**src/rtl/game_channel_switch_pkg.sv**
```systemverilog
// Shared types and helpers for the game selector and the per-game blocks.
// Latency: none, declarations only.
// Backpressure: not applicable.
package game_pkg;

  typedef enum logic [1:0] {
    ST_RUN    = 2'd0,
    ST_SETTLE = 2'd1,
    ST_BLANK  = 2'd2
  } state_t;

  // Index 0 is always the menu/intro screen.
  localparam int MENU_IDX = 0;

  // Width of one game's packed {red,green,blue} slice.
  function automatic int rgb_slice_w(input int color_w);
    return 3 * color_w;
  endfunction

endpackage

```
**src/rtl/game_channel_switch_vsync_edge.sv**
```systemverilog
// Synchronises the raw game select and flags the first cycle of each frame.
// Latency: sel_s trails sel by 2 cycles; frame_start is high in the cycle after vsync falls.
// Backpressure: none, free-running; exactly one frame_start pulse per vsync falling edge.
module vsync_edge #(
  parameter int SEL_W = 3
) (
  input  logic             clk_25MHz,
  input  logic             reset,
  input  logic [SEL_W-1:0] sel,
  input  logic             vsync,
  output logic [SEL_W-1:0] sel_s,
  output logic             frame_start
);

  logic [SEL_W-1:0] sel_m;
  logic             vsync_q;

  // Two-flop synchroniser for the switch inputs plus one cycle of vsync history.
  always_ff @(posedge clk_25MHz or posedge reset) begin
    if (reset) begin
      sel_m   <= '0;
      sel_s   <= '0;
      vsync_q <= 1'b0;
    end else begin
      sel_m   <= sel;
      sel_s   <= sel_m;
      vsync_q <= vsync;
    end
  end

  // vsync is active-low, so a frame begins where it was high and is now low.
  assign frame_start = vsync_q & ~vsync;

endmodule

```
**src/rtl/game_channel_switch.sv**
```systemverilog
// Frame-synchronised selector of one game RGB source, blanking and holding the new game in reset on a change.
// Latency: 1 cycle rgb_in to red/green/blue; a select change lands SETTLE_FRAMES frame starts after SETTLE entry.
// Backpressure: none; sel is sampled continuously and ignored while blanked.
module game_channel_switch
  import game_pkg::*;
#(
  parameter int NUM_GAMES     = 6,
  parameter int SEL_W         = 3,
  parameter int COLOR_W       = 4,
  parameter int SETTLE_FRAMES = 2,
  parameter int HOLD_FRAMES   = 1
) (
  input  logic                           clk_25MHz,
  input  logic                           reset,
  input  logic [SEL_W-1:0]               sel,
  input  logic                           vsync,
  input  logic [NUM_GAMES*3*COLOR_W-1:0] rgb_in,
  output logic [COLOR_W-1:0]             red,
  output logic [COLOR_W-1:0]             green,
  output logic [COLOR_W-1:0]             blue,
  output logic [NUM_GAMES-1:0]           game_rst,
  output logic [SEL_W-1:0]               active,
  output logic                           switching
);

  localparam int RGB_W   = rgb_slice_w(COLOR_W);
  localparam int CNT_MAX = (SETTLE_FRAMES > HOLD_FRAMES) ? SETTLE_FRAMES : HOLD_FRAMES;
  localparam int CNT_W   = $clog2(CNT_MAX + 1);

  localparam logic [CNT_W-1:0]     SETTLE_END   = CNT_W'(SETTLE_FRAMES);
  localparam logic [CNT_W-1:0]     HOLD_END     = CNT_W'(HOLD_FRAMES);
  localparam logic [SEL_W:0]       GAMES_LIM    = (SEL_W+1)'(NUM_GAMES);
  localparam logic [SEL_W-1:0]     MENU         = SEL_W'(MENU_IDX);
  localparam logic [NUM_GAMES-1:0] GAME_RST_RST = ~(NUM_GAMES'(1) << MENU_IDX);

  logic [SEL_W-1:0] sel_s;
  logic [SEL_W-1:0] sel_v;
  logic             frame_start;

  state_t           state, nxt_state;
  logic [SEL_W-1:0] cand, nxt_cand, nxt_active;
  logic [CNT_W-1:0] fcnt, nxt_fcnt, cnt_inc;
  logic [RGB_W-1:0] nxt_rgb;

  vsync_edge #(.SEL_W(SEL_W)) u_vsync_edge (
    .clk_25MHz   (clk_25MHz),
    .reset       (reset),
    .sel         (sel),
    .vsync       (vsync),
    .sel_s       (sel_s),
    .frame_start (frame_start)
  );

  // Selects with no game behind them fall back to the menu.
  assign sel_v   = ({1'b0, sel_s} >= GAMES_LIM) ? MENU : sel_s;
  assign cnt_inc = fcnt + CNT_W'(1);
  assign nxt_rgb = rgb_in[int'(nxt_active)*RGB_W +: RGB_W];

  // Next-state decode; a select change in SETTLE outranks a frame_start in the same cycle.
  always_comb begin
    nxt_state  = state;
    nxt_active = active;
    nxt_cand   = cand;
    nxt_fcnt   = fcnt;
    case (state)
      ST_RUN: begin
        if (sel_v != active) begin
          nxt_cand  = sel_v;
          nxt_fcnt  = '0;
          nxt_state = ST_SETTLE;
        end
      end
      ST_SETTLE: begin
        if (sel_v == active) begin
          nxt_fcnt  = '0;
          nxt_state = ST_RUN;
        end else if (sel_v != cand) begin
          nxt_cand = sel_v;
          nxt_fcnt = '0;
        end else if (frame_start) begin
          if (cnt_inc == SETTLE_END) begin
            nxt_active = cand;
            nxt_fcnt   = '0;
            nxt_state  = ST_BLANK;
          end else begin
            nxt_fcnt = cnt_inc;
          end
        end
      end
      ST_BLANK: begin
        if (frame_start) begin
          if (cnt_inc == HOLD_END) begin
            nxt_fcnt  = '0;
            nxt_state = ST_RUN;
          end else begin
            nxt_fcnt = cnt_inc;
          end
        end
      end
      default: begin
        nxt_fcnt  = '0;
        nxt_state = ST_RUN;
      end
    endcase
  end

  // Register FSM state and drive outputs from the next state, so the release lands on the frame start edge.
  always_ff @(posedge clk_25MHz or posedge reset) begin
    if (reset) begin
      state               <= ST_RUN;
      active              <= MENU;
      cand                <= MENU;
      fcnt                <= '0;
      {red, green, blue}  <= '0;
      game_rst            <= GAME_RST_RST;
      switching           <= 1'b0;
    end else begin
      state     <= nxt_state;
      active    <= nxt_active;
      cand      <= nxt_cand;
      fcnt      <= nxt_fcnt;
      switching <= (nxt_state != ST_RUN);
      if (nxt_state == ST_BLANK) begin
        {red, green, blue} <= '0;
        game_rst           <= '1;
      end else begin
        {red, green, blue} <= nxt_rgb;
        game_rst           <= ~(NUM_GAMES'(1) << nxt_active);
      end
    end
  end

endmodule

```
**config.mk**
```make
export PLATFORM = sky130hd
export DESIGN_NAME = game_channel_switch
export DESIGN_NICKNAME = d
export VERILOG_FILES = /design/src/rtl/game_channel_switch_pkg.sv /design/src/rtl/game_channel_switch_vsync_edge.sv /design/src/rtl/game_channel_switch.sv
export SDC_FILE = /design/constraint.sdc
export NUM_CORES = 1
export LEC_CHECK = 0
export CORE_MARGIN = 5
export CORE_UTILIZATION = 55
export CTS_BUF_LIST = sky130_fd_sc_hd__clkbuf_4 sky130_fd_sc_hd__clkbuf_8
export DETAILED_ROUTE_END_ITERATION = 10
export DONT_BUFFER_PORTS = 1
export GPL_ROUTABILITY_DRIVEN = 0
export GPL_TIMING_DRIVEN = 0
export PLACE_DENSITY = 0.81
export SYNTH_ARGS = -nofsm -noshare
export SYNTH_HDL_FRONTEND = slang
export SYNTH_SLANG_ARGS = --single-unit
```
**constraint.sdc**
```tcl
create_clock -name clk_25MHz -period 2.4 [get_ports clk_25MHz]
set_input_delay 0.72 -clock clk_25MHz [delete_from_list [all_inputs] [get_ports clk_25MHz]]
set_output_delay 0.72 -clock clk_25MHz [all_outputs]
set_load 0.01 [all_outputs]
```
==> results.toml <==
[floorplanning]
fp-row-count = 24
placeableCoreArea_mm2 = 0.00435
top_level_ports = 100
fp.dieArea_mm2 = 0.00592
initial_utilization = 0.566
die_x_um = 77.0
chipHeight_um = 77.0

[cells_and_area]
final_cell_mix = "sky130_fd_sc_hd__dfrtp_1 (26), sky130_fd_sc_hd__buf_4 (26), sky130_fd_sc_hd__a2111oi_4 (22)"
fin_nets = 364
area_growth_pct = 49.4
final_area_mm2 = 0.00368
final_layout_size_suffix_gt1_frac = 0.487

[synth]
count_of_distinct_cell_types_in_the_synthesized_netlist = 54
post_synth_inst_count = 237
synth.yosys.seq_area_share = 0.368
synth_nets = 323
postSynth.topFlopCell = "sky130_fd_sc_hd__dfrtp_1"
synthArstFlopShare = 1.00
synth.ff_latch_count = 36
synth-warning-count = 0
syn_area_mm2 = 0.00247
count_of_flip_flops_with_a_built_in_enable_after_synthesis = 0
synth.avg_cell_area_um2 = 10.4

[clock_tree]
ctsHtreeMaxLevel = 2
clk_pin_slew_ps = 100
cts.hold.buffers_added = 0
clock_latency_of_the_later_clocked_register_in_the_worst_skew_pair_ps = 310
ctsLongestPathBuffers = 2
cts-buffers-inserted = 5
cts_tree = "done"
buffer_type_at_the_clock_tree_root = "sky130_fd_sc_hd__clkbuf_8"
cts.sink_count = 36

[outcome]
failed_checks = "negative setup slack"
status = "complete, but fails checks"

[drt]
drc = 0
final_routed_wirelength_across_all_metal_layers_um = 10300
route.detailed.vias_per_inst = 7.56
detail_route.first_pass.iterations = 5
drt-initial-drc-count = 300
detail_route.wl_per_cell_um = 31.0
antenna_violating_nets_post_route = 0
detailroute.via_count = 2509

[sta]
grt_setup_unrepaired = "yes"
final-hold-violation-count = 0
finalCritPeriodShare = 1.17
fin_hold_ws_ps = 358
report.final.setup_viol = 21
period_needed_ps = 2800
fmax_mhz = 357
worst_pin_slew_ps = 743
max-slew-margin-rel = 0.504
clock-skew-final_ps = 25.5
worst_slack_ps = -402
drv_slew = 0

[worst_setup_path]
crit_path_max_incr_delay_ps = 510
worst_ep_arrival_time_ps = 2990
worstPathMaxFanout = 6
path_cells = "xnor2_1 -> a32oi_2 -> o211ai_4 -> buf_4 -> o21ai_0 -> nand3b_1 -> a22oi_4 -> buf_6 -> nor4b_4"
critical_path_required_ps = 2590
r2r_slack_ps = -400
timing.critical_path.buf_inv = 2
endpoint_kind = "flop"
start_kind = "flop"
startpoint = "active[1]$_DFF_PP0_"
cp_slowest_cell = "sky130_fd_sc_hd__dfrtp_2"
path_class = "flop to flop"
path_delay_family = "compound AO/OA/AOI/OAI gates"
reg2reg_from = "active[1]$_DFF_PP0_"

[hold_path]
timing.hold.worst.class = "flop to flop"
worstHoldStart = "u_vsync_edge.sel_m[2]$_DFF_PP0_"

[grt]
grt_pass1_wl_um = 14300
antenna_violations_before_repair = 0
maximum_number_of_pins_on_one_net_before_global_route_repair = 37
globalRouteTotalUtil = 0.315
grt_overflow = 0
grt_pass1_vias = 2495

[place]
placed_area_mm2 = 0.00254
port_buffer_count = 0
dp_hpwl_um = 5050

[pwr]
power-per-cell-area_mw_per_mm2 = 616
worst_ir_drop_on_vdd_uv = 456
power_leakage_nw = 1.61

[flow_run]
maxCapViolations = 0
## flip-flops by register name (all words and copies together) (netlist names)
name	flops
blue	4
u_vsync_edge.sel_m	3
red	4
game_rst	6
green	4
cand	3
switching	1
active	3
state	2
u_vsync_edge.vsync_q	1
u_vsync_edge.sel_s	3
fcnt	2
## path summary, 6_finish.rpt
path | cells past startpoint | end
max in group asynchronous | 1 | u_vsync_edge.sel_s[1]$_DFF_PP0_
min in group asynchronous | 1 | state[0]$_DFF_PP0_
worst min register to register | 0 | u_vsync_edge.sel_s[2]$_DFF_PP0_
worst min-delay path | 0 | u_vsync_edge.sel_s[2]$_DFF_PP0_
worst max-delay path | 9 | blue[0]$_DFF_PP0_
worst max register to register | 9 | blue[0]$_DFF_PP0_
## what timing repair did
item,in CTS,in global routing
setup endpoints to repair,16,21
buffers inserted,23,7
hold endpoints to repair,0,0
gates resized for setup,119,39
cloned,4,0
pin swaps,20,15
## cells by family (layout without fill, tap and decap cells)
kind of cell / count (synthesis) / in the layout / synth area share
AO/OA/AOI/OAI: 83 / 83 / 0.303
buffers and inverters: 39 / 81 / 0.0791
XOR/XNOR: 4 / 4 / 0.0142
AND/OR/NAND/NOR: 60 / 60 / 0.159
adder cells (fa/ha/maj): 8 / 8 / 0.0406
multiplexers: 7 / 7 / 0.0355
other: 0 / 1 / 0
flip-flops: 36 / 36 / 0.368
## synth_stat cells, types with 6 or more instances
cell type | n | area share
sky130_fd_sc_hd__inv_1 | 19 | 0.029
sky130_fd_sc_hd__a2111oi_0 | 18 | 0.064
sky130_fd_sc_hd__nor4b_1 | 8 | 0.028
sky130_fd_sc_hd__dfrtp_1 | 31 | 0.31
sky130_fd_sc_hd__ha_1 | 8 | 0.041
sky130_fd_sc_hd__buf_2 | 6 | 0.012
sky130_fd_sc_hd__clkbuf_1 | 6 | 0.0091
sky130_fd_sc_hd__a21boi_0 | 24 | 0.073
sky130_fd_sc_hd__o211a_1 | 11 | 0.045
sky130_fd_sc_hd__nand3_1 | 16 | 0.032
sky130_fd_sc_hd__nor2_1 | 7 | 0.011
## layer usage
metal | vias up | part of all wire | track usage
li1 | 980 | - | -
met1 | 1223 | 0.36 | 0.378
met2 | 231 | 0.47 | 0.515
met3 | 75 | 0.10 | 0.0738
met4 | 0 | 0.069 | 0.177
met5 | - | 0 | 0
## where the power goes
group	internal (W)	leakage [nW]	total, W	switching, W
sequential	0.000699	0.427	0.000820	0.000121
clock	0.000235	0.0516	0.000490	0.000254
combinational	0.000458	1.13	0.000960	0.000502
## worst register-to-register path, delay by kind of cell (launching register included)
family          cells  cell delay [ps]
compound gates      4             1150
xor+xnor            1              180
buf+inv             2              350
flops               1              510
simple gates        2              490
## per-stage QoR
stage	setup TNS [ps]	util	cells	power (W)	setup slack, ps
CTS	-1190	0.799	324	0.00205	-143
global route	-5950	0.846	331	0.00236	-400
global placement	-4320	0.584	289	0.00130	-486
finish	-5560	0.846	332	0.00227	-402
detailed placement	-5350	0.584	289	0.00132	-586
floorplan	0	-	237	0.00120	4.34
## cell type report
cell class              instances  area [um2]
flip-flops and latches         36         913
repair inverters                1        7.51
clock inverters                 2        13.8
multi-input cells             162        1990
plain buffers                  17         199
diodes                          1        2.50
inverters                      22         100
well taps                      52        65.1
clock buffers                   6        82.6
fillers                       200         669
repair buffers                 33         307
Power figures use the tool's default switching activity.
